File: src/rtl/load_store_unit_pkg.sv
// Shared definitions for the load/store unit: funct3 size codes, FSM states
// and the access-size decode.
package load_store_unit_pkg;

    localparam logic [2:0] Funct3B    = 3'b000;
    localparam logic [2:0] Funct3H    = 3'b001;
    localparam logic [2:0] Funct3W    = 3'b010;
    localparam logic [2:0] Funct3D    = 3'b011;
    localparam logic [2:0] Funct3Bu   = 3'b100;
    localparam logic [2:0] Funct3Hu   = 3'b101;
    localparam logic [2:0] Funct3Wu   = 3'b110;
    localparam logic [2:0] Funct3Rsvd = 3'b111;

    typedef enum logic [1:0] {
        StIdle = 2'd0,
        StReq  = 2'd1,
        StDone = 2'd2,
        StErr  = 2'd3
    } lsu_state_e;

    // Size in bytes depends only on the low two funct3 bits.
    function automatic logic [3:0] size_bytes(input logic [2:0] funct3);
        case (funct3[1:0])
            2'd0:    return 4'd1;
            2'd1:    return 4'd2;
            2'd2:    return 4'd4;
            default: return 4'd8;
        endcase
    endfunction

endpackage

File: src/rtl/load_store_unit_if.sv
// Memory-side bus of the load/store unit: one outstanding request, acked by the memory.
interface load_store_unit_if #(
    parameter int unsigned XLEN = 32
);
    logic                  mem_req;
    logic                  mem_we;
    logic [XLEN-1:0]       mem_addr;
    logic [XLEN/8-1:0]     mem_be;
    logic [XLEN-1:0]       mem_wdata;
    logic                  mem_ack;
    logic [XLEN-1:0]       mem_rdata;

    modport master (
        output mem_req, mem_we, mem_addr, mem_be, mem_wdata,
        input  mem_ack, mem_rdata
    );

    modport slave (
        input  mem_req, mem_we, mem_addr, mem_be, mem_wdata,
        output mem_ack, mem_rdata
    );
endinterface

File: src/rtl/load_store_unit_load_extend.sv
// Picks the addressed lanes out of a full memory word and sign/zero-extends them.
module load_extend
    import load_store_unit_pkg::*;
#(
    parameter int unsigned XLEN = 32
) (
    input  logic [2:0]                  funct3_i,
    input  logic [$clog2(XLEN/8)-1:0]   offset_i,
    input  logic [XLEN-1:0]             word_i,
    output logic [XLEN-1:0]             data_o
);

    logic [XLEN-1:0] shifted;

    assign shifted = word_i >> {offset_i, 3'b000};

    always_comb begin
        data_o = shifted;
        unique case (funct3_i)
            Funct3B: begin
                data_o      = {XLEN{shifted[7]}};
                data_o[7:0] = shifted[7:0];
            end
            Funct3H: begin
                data_o       = {XLEN{shifted[15]}};
                data_o[15:0] = shifted[15:0];
            end
            Funct3W: begin
                data_o       = {XLEN{shifted[31]}};
                data_o[31:0] = shifted[31:0];
            end
            Funct3D: data_o = shifted;
            Funct3Bu: begin
                data_o      = '0;
                data_o[7:0] = shifted[7:0];
            end
            Funct3Hu: begin
                data_o       = '0;
                data_o[15:0] = shifted[15:0];
            end
            Funct3Wu: begin
                data_o       = '0;
                data_o[31:0] = shifted[31:0];
            end
            default: data_o = shifted;
        endcase
    end

endmodule

File: src/rtl/load_store_unit.sv
// Single-outstanding load/store unit: validates the access, issues one memory
// request with a bounded wait, and returns the extended load result.
module load_store_unit
    import load_store_unit_pkg::*;
#(
    parameter int unsigned XLEN    = 32,
    parameter int unsigned TIMEOUT = 16
) (
    input  logic               clk,
    input  logic               resetn,
    input  logic               start,
    input  logic               is_store,
    input  logic [2:0]         funct3,
    input  logic [XLEN-1:0]    addr,
    input  logic [XLEN-1:0]    wdata,
    output logic               busy,
    output logic               done,
    output logic               err,
    output logic [XLEN-1:0]    rdata,
    load_store_unit_if.master  mem
);

    localparam int unsigned NumBytes = XLEN / 8;
    localparam int unsigned OffW     = $clog2(NumBytes);
    localparam int unsigned CntW     = $clog2(TIMEOUT + 1);
    localparam logic [CntW-1:0] CntLast = CntW'(TIMEOUT - 1);

    lsu_state_e        state_q, state_d;
    logic              is_store_q, is_store_d;
    logic [2:0]        funct3_q, funct3_d;
    logic [XLEN-1:0]   addr_q, addr_d;
    logic [XLEN-1:0]   wdata_q, wdata_d;
    logic [CntW-1:0]   cnt_q, cnt_d;
    logic [XLEN-1:0]   rdata_q, rdata_d;
    logic              busy_q, busy_d;
    logic              done_q, done_d;
    logic              err_q, err_d;
    logic              mem_req_q, mem_req_d;
    logic              mem_we_q, mem_we_d;

    logic [3:0]          in_size;
    logic [OffW-1:0]     in_mask;
    logic                in_illegal;
    logic                in_misaligned;
    logic [3:0]          size_q;
    logic [NumBytes-1:0] be_base;
    logic [XLEN-1:0]     wdata_rep;
    logic [XLEN-1:0]     load_data;

    // Legality is judged on the request inputs in the same cycle they are latched.
    always_comb begin
        in_size       = size_bytes(funct3);
        in_mask       = OffW'(in_size - 4'd1);
        in_illegal    = (funct3 == Funct3Rsvd) || (is_store && funct3[2]) ||
                        ((XLEN == 32) && ((funct3 == Funct3D) || (funct3 == Funct3Wu)));
        in_misaligned = |(addr[OffW-1:0] & in_mask);
    end

    always_comb begin
        size_q = size_bytes(funct3_q);
        for (int i = 0; i < NumBytes; i++) begin
            be_base[i]         = (i < int'(size_q));
            wdata_rep[8*i +: 8] = wdata_q[8*(i & (int'(size_q) - 1)) +: 8];
        end
    end

    assign mem.mem_req   = mem_req_q;
    assign mem.mem_we    = mem_we_q;
    assign mem.mem_addr  = {addr_q[XLEN-1:OffW], {OffW{1'b0}}};
    assign mem.mem_be    = mem_req_q ? (be_base << addr_q[OffW-1:0]) : '0;
    assign mem.mem_wdata = wdata_rep;

    load_extend #(
        .XLEN (XLEN)
    ) u_load_extend (
        .funct3_i (funct3_q),
        .offset_i (addr_q[OffW-1:0]),
        .word_i   (mem.mem_rdata),
        .data_o   (load_data)
    );

    always_comb begin
        state_d    = state_q;
        is_store_d = is_store_q;
        funct3_d   = funct3_q;
        addr_d     = addr_q;
        wdata_d    = wdata_q;
        cnt_d      = cnt_q;
        rdata_d    = rdata_q;
        done_d     = 1'b0;
        err_d      = 1'b0;
        mem_req_d  = mem_req_q;
        mem_we_d   = mem_we_q;

        unique case (state_q)
            StIdle: begin
                if (start) begin
                    is_store_d = is_store;
                    funct3_d   = funct3;
                    addr_d     = addr;
                    wdata_d    = wdata;
                    if (in_illegal || in_misaligned) begin
                        state_d = StErr;
                        done_d  = 1'b1;
                        err_d   = 1'b1;
                    end else begin
                        state_d   = StReq;
                        cnt_d     = '0;
                        mem_req_d = 1'b1;
                        mem_we_d  = is_store;
                    end
                end
            end
            StReq: begin
                // An ack in the final wait cycle still completes the access.
                if (mem.mem_ack) begin
                    state_d   = StDone;
                    done_d    = 1'b1;
                    mem_req_d = 1'b0;
                    mem_we_d  = 1'b0;
                    if (!is_store_q) begin
                        rdata_d = load_data;
                    end
                end else if (cnt_q == CntLast) begin
                    state_d   = StErr;
                    done_d    = 1'b1;
                    err_d     = 1'b1;
                    mem_req_d = 1'b0;
                    mem_we_d  = 1'b0;
                end else begin
                    cnt_d = cnt_q + CntW'(1);
                end
            end
            StDone:  state_d = StIdle;
            StErr:   state_d = StIdle;
            default: state_d = StIdle;
        endcase

        busy_d = (state_d != StIdle);
    end

    always_ff @(posedge clk or negedge resetn) begin
        if (!resetn) begin
            state_q    <= StIdle;
            is_store_q <= 1'b0;
            funct3_q   <= '0;
            addr_q     <= '0;
            wdata_q    <= '0;
            cnt_q      <= '0;
            rdata_q    <= '0;
            busy_q     <= 1'b0;
            done_q     <= 1'b0;
            err_q      <= 1'b0;
            mem_req_q  <= 1'b0;
            mem_we_q   <= 1'b0;
        end else begin
            state_q    <= state_d;
            is_store_q <= is_store_d;
            funct3_q   <= funct3_d;
            addr_q     <= addr_d;
            wdata_q    <= wdata_d;
            cnt_q      <= cnt_d;
            rdata_q    <= rdata_d;
            busy_q     <= busy_d;
            done_q     <= done_d;
            err_q      <= err_d;
            mem_req_q  <= mem_req_d;
            mem_we_q   <= mem_we_d;
        end
    end

    assign busy  = busy_q;
    assign done  = done_q;
    assign err   = err_q;
    assign rdata = rdata_q;

endmodule
File: src/flat_wrapper.sv
// flat-port wrapper written by rule: the top's interface ports become plain ports
module load_store_unit_flat import load_store_unit_pkg::*;
#(
    parameter int unsigned XLEN    = 32,
    parameter int unsigned TIMEOUT = 16
)
  (clk, resetn, start, is_store, funct3, addr, wdata, busy, done, err, rdata, mem_mem_req, mem_mem_we, mem_mem_addr, mem_mem_be, mem_mem_wdata, mem_mem_ack, mem_mem_rdata);
  load_store_unit_if #(.XLEN(XLEN)) mem_i ();
  input  logic clk;
  input  logic resetn;
  input  logic start;
  input  logic is_store;
  input  logic [2:0] funct3;
  input  logic [XLEN-1:0] addr;
  input  logic [XLEN-1:0] wdata;
  output logic busy;
  output logic done;
  output logic err;
  output logic [XLEN-1:0] rdata;
  output wire logic [$bits(mem_i.mem_req)-1:0] mem_mem_req;
  output wire logic [$bits(mem_i.mem_we)-1:0] mem_mem_we;
  output wire logic [$bits(mem_i.mem_addr)-1:0] mem_mem_addr;
  output wire logic [$bits(mem_i.mem_be)-1:0] mem_mem_be;
  output wire logic [$bits(mem_i.mem_wdata)-1:0] mem_mem_wdata;
  input wire logic [$bits(mem_i.mem_ack)-1:0] mem_mem_ack;
  input wire logic [$bits(mem_i.mem_rdata)-1:0] mem_mem_rdata;
  assign mem_mem_req = mem_i.mem_req;
  assign mem_mem_we = mem_i.mem_we;
  assign mem_mem_addr = mem_i.mem_addr;
  assign mem_mem_be = mem_i.mem_be;
  assign mem_mem_wdata = mem_i.mem_wdata;
  assign mem_i.mem_ack = mem_mem_ack;
  assign mem_i.mem_rdata = mem_mem_rdata;
  load_store_unit #(.XLEN(XLEN), .TIMEOUT(TIMEOUT)) u_core (.clk(clk), .resetn(resetn), .start(start), .is_store(is_store), .funct3(funct3), .addr(addr), .wdata(wdata), .busy(busy), .done(done), .err(err), .rdata(rdata), .mem(mem_i));
endmodule
File: config.mk
export PLATFORM = sky130hd
export DESIGN_NAME = load_store_unit_flat
export DESIGN_NICKNAME = d
export VERILOG_FILES = /design/src/rtl/load_store_unit_pkg.sv /design/src/rtl/load_store_unit_if.sv /design/src/rtl/load_store_unit_load_extend.sv /design/src/rtl/load_store_unit.sv /design/src/flat_wrapper.sv
export SDC_FILE = /design/constraint.sdc
export NUM_CORES = 1
export LEC_CHECK = 0
export CAP_MARGIN = 20
export CORE_UTILIZATION = 45
export DETAILED_ROUTE_END_ITERATION = 10
export GPL_TIMING_DRIVEN = 0
export HOLD_SLACK_MARGIN = 0.02
export PLACE_DENSITY = 0.81
export SYNTH_ARGS = -nofsm -noshare
export SYNTH_HDL_FRONTEND = slang
export SYNTH_SLANG_ARGS = --single-unit
File: constraint.sdc
create_clock -name clk -period 3.6 [get_ports clk]
set_input_delay 1.08 -clock clk [delete_from_list [all_inputs] [get_ports clk]]
set_output_delay 1.08 -clock clk [all_outputs]
set_load 0.005 [all_outputs]
==> results.md, run 1 <==
* Switch share at 0.343
* Register Area at 0.00281 sq mm
* Die area at 0.0129 sq mm
* Number of port buffers at 206
* Post-Place Cell Area at 0.00792 sq mm
* Worst setup margin at -109 ps
* Switch Pwr at 0.00278 W
* Yosys warning total at 0
* Gate power share at 0.589
* DRC violations left at 0
* Unrepaired setup endpoints after global routing: yes
* P_int at 0.00533 W
* Sequential power share at 0.284
* I/O pins at 209
* Worst setup path class: reg2out
* Final non-filler cell area at 0.00833 sq mm
* Post-route ant nets at 0
* Final hold vios at 0
* Worst-path fanout max at 10
* Failing checks: setup timing
* Largest net degree at the start of global routing at 66
* Synthesized area at 0.00562 sq mm
* Vias/cell at 5.25
* Slowest cell delay on critical path at 440 ps
* Core region area at 0.0121 sq mm
* Leak at 3.61 nW
* Number of enable flip-flop cells after synthesis at 0
* Final period utilization at 1.03
* Initial Util at 0.464
* Max cap viols at 0
* Global placement routability congestion at 0.899
* Crit path DAT at 2630 ps
* Most frequent cells in the layout: clkdlybuf4s50_1, dfrtp_1, mux2_2
* Clk Latency, worst-skew pair at 350 ps
* Routed len/inst at 17.8 um
* Initial antenna violation count at 0
* Slew headroom at 0.524
* Nature of the critical path endpoint: output pin
* Area of the multi-input gates at 0.00238 sq mm
* Mean Syn Cell Area at 11.4 sq um
* Clock root cell: clkbuf_16
* Peak supply drop at 562 uV
* DR vias at 4679
* Vias in the first global route at 4921
* CP max stage cell: clkdlybuf4s50_1
* Cell Rows at 40
* GRT Residual Overflow at 0
* Tot GR Track Use at 0.254
* Count of unique library cells instantiated by Yosys at 40
* Clock sinks at 112
* Final #Nets at 827
* Clock-pin slew of the registers on the worst-case setup and hold paths at 70 ps
* Clock Skews at 6.96 ps
* Routed wire length at 15900 um
* Sequential fraction of the synthesis area at 0.499
* Synth-to-Final Area Change at 48.2%
* Tmin final at 3710 ps
* Worst slew pin tran at 706 ps
* CTS max path bufs at 2
* H-tree levels at 3
* Cells after synthesis at 494
* Initial DRC Count at 370
* Clock power share at 0.127
* Kind of start point of the critical path: flip-flop
* Clock buffer count from CTS at 9
* Status: finished, violations left
* # setup viols final at 4
* Die height at 114 um
* Overall power at 0.00811 W
* Filler Cell Count at 925
* Final max-slew violation count at 0
* First-pass GRT wire length at 25200 um
* Diode count at 0
* Hold_buf cts at 0
* Fraction of layout cells with a size suffix above 1 at 0.260
* Commonest non-fill, non-tap cell in the layout: clkdlybuf4s50_1
* Asr flop ratio synth at 1.00
* Main flop type after synthesis: dfrtp_1
* Seq cells post-synth at 112
* Req. time, crit path at 2520 ps
* Die Wd at 114 um
* CTS tree: built
* CP Cell Sequence: or2_2 > buf_8 > buf_6 > ha_4 > clkbuf_16 > mux2_2 > clkdlybuf4s50_1
* FMAX at 0.270 GHz
* Worst hold path type: reg2reg
* PD cells at 974 mW/mm^2
* DRT Pass-1 Iters at 5
* Detailed Place HPWL at 12000 um
## per-layer routing
metal / GRT usage / vias to the layer above / share of wire
li1: - / 2131 / -
met1: 0.292 / 2278 / 0.39
met2: 0.449 / 225 / 0.51
met3: 0.0616 / 45 / 0.073
met4: 0.111 / 0 / 0.034
met5: 0 / - / 0
## stage by stage
stage               setup TNS (ps)  std cells  utilization  hold slack (ps)  worst slack [ps]
floorplan                        0        495            -              466               326
global placement           -313620        869        0.652              485             -2750
detailed placement           -6670        870        0.654              491              -642
CTS                           -457        889        0.685              508              -121
global route                  -597        891        0.688              523              -170
finish                        -272        891        0.688              506              -109
## cell usage after synthesis, types with 2 or more instances
library cell  number  area share
mux2i_1           23       0.041
buf_2             16       0.014
a31oi_1            2      0.0022
nor4_1             2      0.0022
buf_4             42       0.056
inv_1              9      0.0060
ha_1               5       0.011
o21bai_1           2      0.0027
nand2_1           27       0.018
o21ai_0           28       0.025
mux2_2            90        0.18
a22o_1             2      0.0031
and3_1             3      0.0033
and2_1             7      0.0078
nor3_1             3      0.0027
buf_1              2      0.0013
nor2b_1            9       0.010
o22a_1             8       0.012
a221oi_1           2      0.0031
a21oi_1           30       0.027
clkbuf_1           5      0.0033
dfrtp_1          112        0.50
a211oi_1           7      0.0093
nand2b_1           7      0.0078
nor2_1            36       0.024
## sequential cells by signal, indices dropped and copies added (netlist names), 2 cells and up
register         count
u_core.addr_q       32
u_core.rdata        32
u_core.wdata_q      32
u_core.cnt_q         5
u_core.funct3_q      3
u_core.state_q       2
## repair_timing
item                       in CTS  in global routing
setup buffers                   4                  2
pin swaps                       1                  1
setup endpoints to repair      20                  8
resized for setup              27                  5
## cells by family after synthesis
kind of cell	share of synthesized area
other cells	0.000667
buf+inv	0.0817
fa+ha+maj	0.0111
flops	0.499
simple gates	0.0806
mux	0.225
compound gates	0.102
## worst max-delay path: cells and delay by family, from the launching register on
family | cells | cell delay [ps]
buffers and inverters | 4 | 910
and+or+nand+nor | 1 | 310
muxes | 1 | 330
DFF | 1 | 400
adders and majority gates | 1 | 310
## cell type report
type	count	area share
buffer	64	0.0553
sequential	112	0.337
clock inverter	6	0.00796
inverter	10	0.00481
tap	168	0.0252
clock buffer	10	0.0287
multi-input combinational	308	0.286
timing repair buffer	213	0.255
## path summary, 6_finish.rpt
| kind | from | end | slack, ps | depth (start not counted) |
|---|---|---|---|---|
| max | u_core.funct3_q[0] | mem_mem_wdata[23] | -110 | 7 |
| min | u_core.rdata[7] | u_core.rdata[7] | 510 | 2 |
| max reg2reg | u_core.addr_q[0] | u_core.rdata[13] | 1660 | 5 |
| min reg2reg | u_core.rdata[7] | u_core.rdata[7] | 510 | 2 |
| max in group asynchronous | resetn | u_core.wdata_q[9] | 2100 | 2 |
| min in group asynchronous | resetn | u_core.cnt_q[1] | 750 | 1 |
## power groups by stage
stage               clock, W  combinational (W)  sequential (W)
detailed placement         0            0.00468         0.00234
CTS                  0.00105            0.00479         0.00230
global route         0.00109            0.00515         0.00238
global placement           0            0.00457         0.00229
floorplan                  0            0.00247         0.00223
finish               0.00103            0.00478         0.00231
Power figures use the tool's default switching activity.
==> inputs of run 2 (changes only) <==
Settings changed: CTS_CLUSTER_SIZE set to 30.
==> results of run 2 <==
The final DEF is identical to that of run 1; final timing and power are the same.
==> inputs of run 3 (changes only) <==
Settings changed: CORE_MARGIN set to 2, SKIP_CTS_REPAIR_TIMING set to 1.
==> results.md, run 3 (same netlist as run 1, synthesis figures left out) <==
* Core region area at 0.0121 sq mm (unchanged)
* Vias in the first global route at 4749 (-3.5%)
* PD cells at 982 mW/mm^2 (+0.84%)
* Final #Nets at 832 (+0.60%)
* Clock-pin slew of the registers on the worst-case setup and hold paths at 70 ps (about the same)
* Final max-slew violation count at 0 (unchanged)
* Global placement routability congestion at 0.921 (+2.4%)
* Die area at 0.0134 sq mm (+3.5%)
* Peak supply drop at 522 uV (-7.2%)
* Clk Latency, worst-skew pair at 350 ps (about the same)
* DR vias at 4664 (-0.32%)
* Most frequent cells in the layout: clkdlybuf4s50_1, dfrtp_1, mux2_2
* Routed len/inst at 17.8 um (+0.13%)
* Clock root cell: clkbuf_16
* H-tree levels at 3 (unchanged)
* Post-route ant nets at 0 (unchanged)
* Kind of start point of the critical path: flip-flop
* Area of the multi-input gates at 0.00238 sq mm (-0.10%)
* Worst setup path class: reg2out
* Initial DRC Count at 322 (-13%)
* Worst hold path type: reg2reg
* Commonest non-fill, non-tap cell in the layout: clkdlybuf4s50_1
* Hold depth at 1 (-1)
* Cells on worst reg2reg path at 6 (+1)
* RR Startpoint: u_core.cnt_q[0]
* Die Wd at 116 um (+1.8%)
* GRT Residual Overflow at 0 (unchanged)
* Final period utilization at 0.960 (-0.0701)
* Slew headroom at 0.539 (+0.0143)
* Clock Skews at 8.09 ps (+1.14 ps)
* Number of port buffers at 206 (unchanged)
* # setup viols final at 0 (-4)
* I/O pins at 209 (unchanged)
* Worst slew pin tran at 685 ps (-21.3 ps)
* Grt met1 use at 0.291 (-0.00163)
* Pre-CTS setup slack at -616 ps (+26.0 ps)
* Clock sinks at 112 (unchanged)
* Met2 Use GR at 0.417 (-0.0320)
* Clock buffer count from CTS at 9 (unchanged)
* First-pass GRT wire length at 24400 um (-3.0%)
* Leak at 3.78 nW (+4.7%)
* Die height at 116 um (+1.8%)
* Req. time, crit path at 2520 ps (about the same)
* Worst setup margin at 143 ps (+252 ps)
* Unrepaired setup endpoints after global routing: no
* Vias/cell at 5.21 (-0.77%)
* Synth-to-Final Area Change at 50.3%
* CTS tree: built
* Hold path startpoint: u_core.rdata[0]
* R2R Setup Slk at 1650 ps (about the same)
* Initial antenna violation count at 0 (unchanged)
* Detailed Place HPWL at 12100 um (+1.2%)
* DRC violations left at 0 (unchanged)
* Cell Rows at 40 (unchanged)
* Fraction of layout cells with a size suffix above 1 at 0.264 (+0.00407)
* Crit path DAT at 2380 ps (-250 ps)
* Overall power at 0.00829 W (+2.3%)
* Final hold vios at 0 (unchanged)
* GR met3 Demand/Resource at 0.0544 (-0.00724)
* Filler Cell Count at 919 (-0.65%)
* Tot GR Track Use at 0.238 (-0.0155)
* Tmin final at 3460 ps (-252 ps)
* Hold worst-path end: u_core.rdata[0]
* FMAX at 0.289 GHz (+7.3%)
* Worst r2r dst: u_core.cnt_q[0]
* Initial Util at 0.464 (unchanged)
* CTS max path bufs at 2 (unchanged)
* Nature of the critical path endpoint: output pin
* DRT Pass-1 Iters at 4 (-1)
* Largest net degree at the start of global routing at 73 (+11%)
* Register Area at 0.00281 sq mm (unchanged)
* Routed wire length at 16000 um (+0.58%)
* Status: finished clean
* Max cap viols at 0 (unchanged)
* GRT Max-Usage Layer: met2
* Diode count at 0 (unchanged)
* Worst-path fanout max at 10 (unchanged)
==> run 3: cell types whose count changed in the layout (fill, tap and decap cells not counted), sizes merged <==
cell           previous run  this run
clkinv                    3         2
buf                      68        73
clkinvlp                  0         1
dlygate4sd2              11         0
dlymetal6s2s              4        19
bufinv                    1         2
clkdlybuf4s50           190       186
inv                      12        10
==> run 3: stage by stage <==
step / TNS [ps] / utilization / hold WS [ps] / cells / instance area [sq um]
finish: 0 / 0.698 / 506 / 895 / 8450
global route: 0 / 0.698 / 525 / 895 / 8450
CTS: -13510 / 0.681 / 509 / 885 / 8240
detailed placement: -6360 / 0.654 / 492 / 870 / 7920
global placement: -316450 / 0.652 / 486 / 869 / 7900
floorplan: 0 / - / 466 / 495 / 5630
==> run 3: final cells by class <==
class	count	share of cell area
sequential	112	0.332
multi-input combinational	308	0.282
timing repair buffer	218	0.265
buffer	64	0.0541
clock buffer	10	0.0283
tap	168	0.0249
clock inverter	5	0.00963
inverter	10	0.00504
==> run 3: power breakdown <==
| part | internal, W | switching, W |
|---|---|---|
| registers | 0.00190 | 0.000397 |
| clock network | 0.000625 | 0.000441 |
| logic | 0.00300 | 0.00193 |
| total | 0.00552 | 0.00277 |
==> run 3: how the worst max path moves through the flow <==
stage               cells past startpoint  slack (ps)                 to          startpoint
finish                                  8         140  mem_mem_wdata[16]  u_core.funct3_q[0]
CTS                                     8       -1000  mem_mem_wdata[17]  u_core.funct3_q[0]
floorplan                               7         330  mem_mem_wdata[16]  u_core.funct3_q[0]
global placement                        1       -2780  u_core.addr_q[14]              resetn
detailed placement                      8        -620  mem_mem_wdata[17]  u_core.funct3_q[0]
global route                            8          90  mem_mem_wdata[16]  u_core.funct3_q[0]
==> run 3: routing by layer <==
metal,up-vias,part of all wire
met5,-,0
met4,0,0.021
met3,30,0.078
met2,207,0.51
met1,2282,0.39
li1,2145,-
==> run 3: critical path, stage by stage (launching register included) <==
cell and delay [ps]:
dfrtp_2 420, or2_4 260, buf_12 150, buf_6 150
ha_4 300, buf_4 120, clkbuf_16 140, mux2_2 330
dlymetal6s2s_1 150
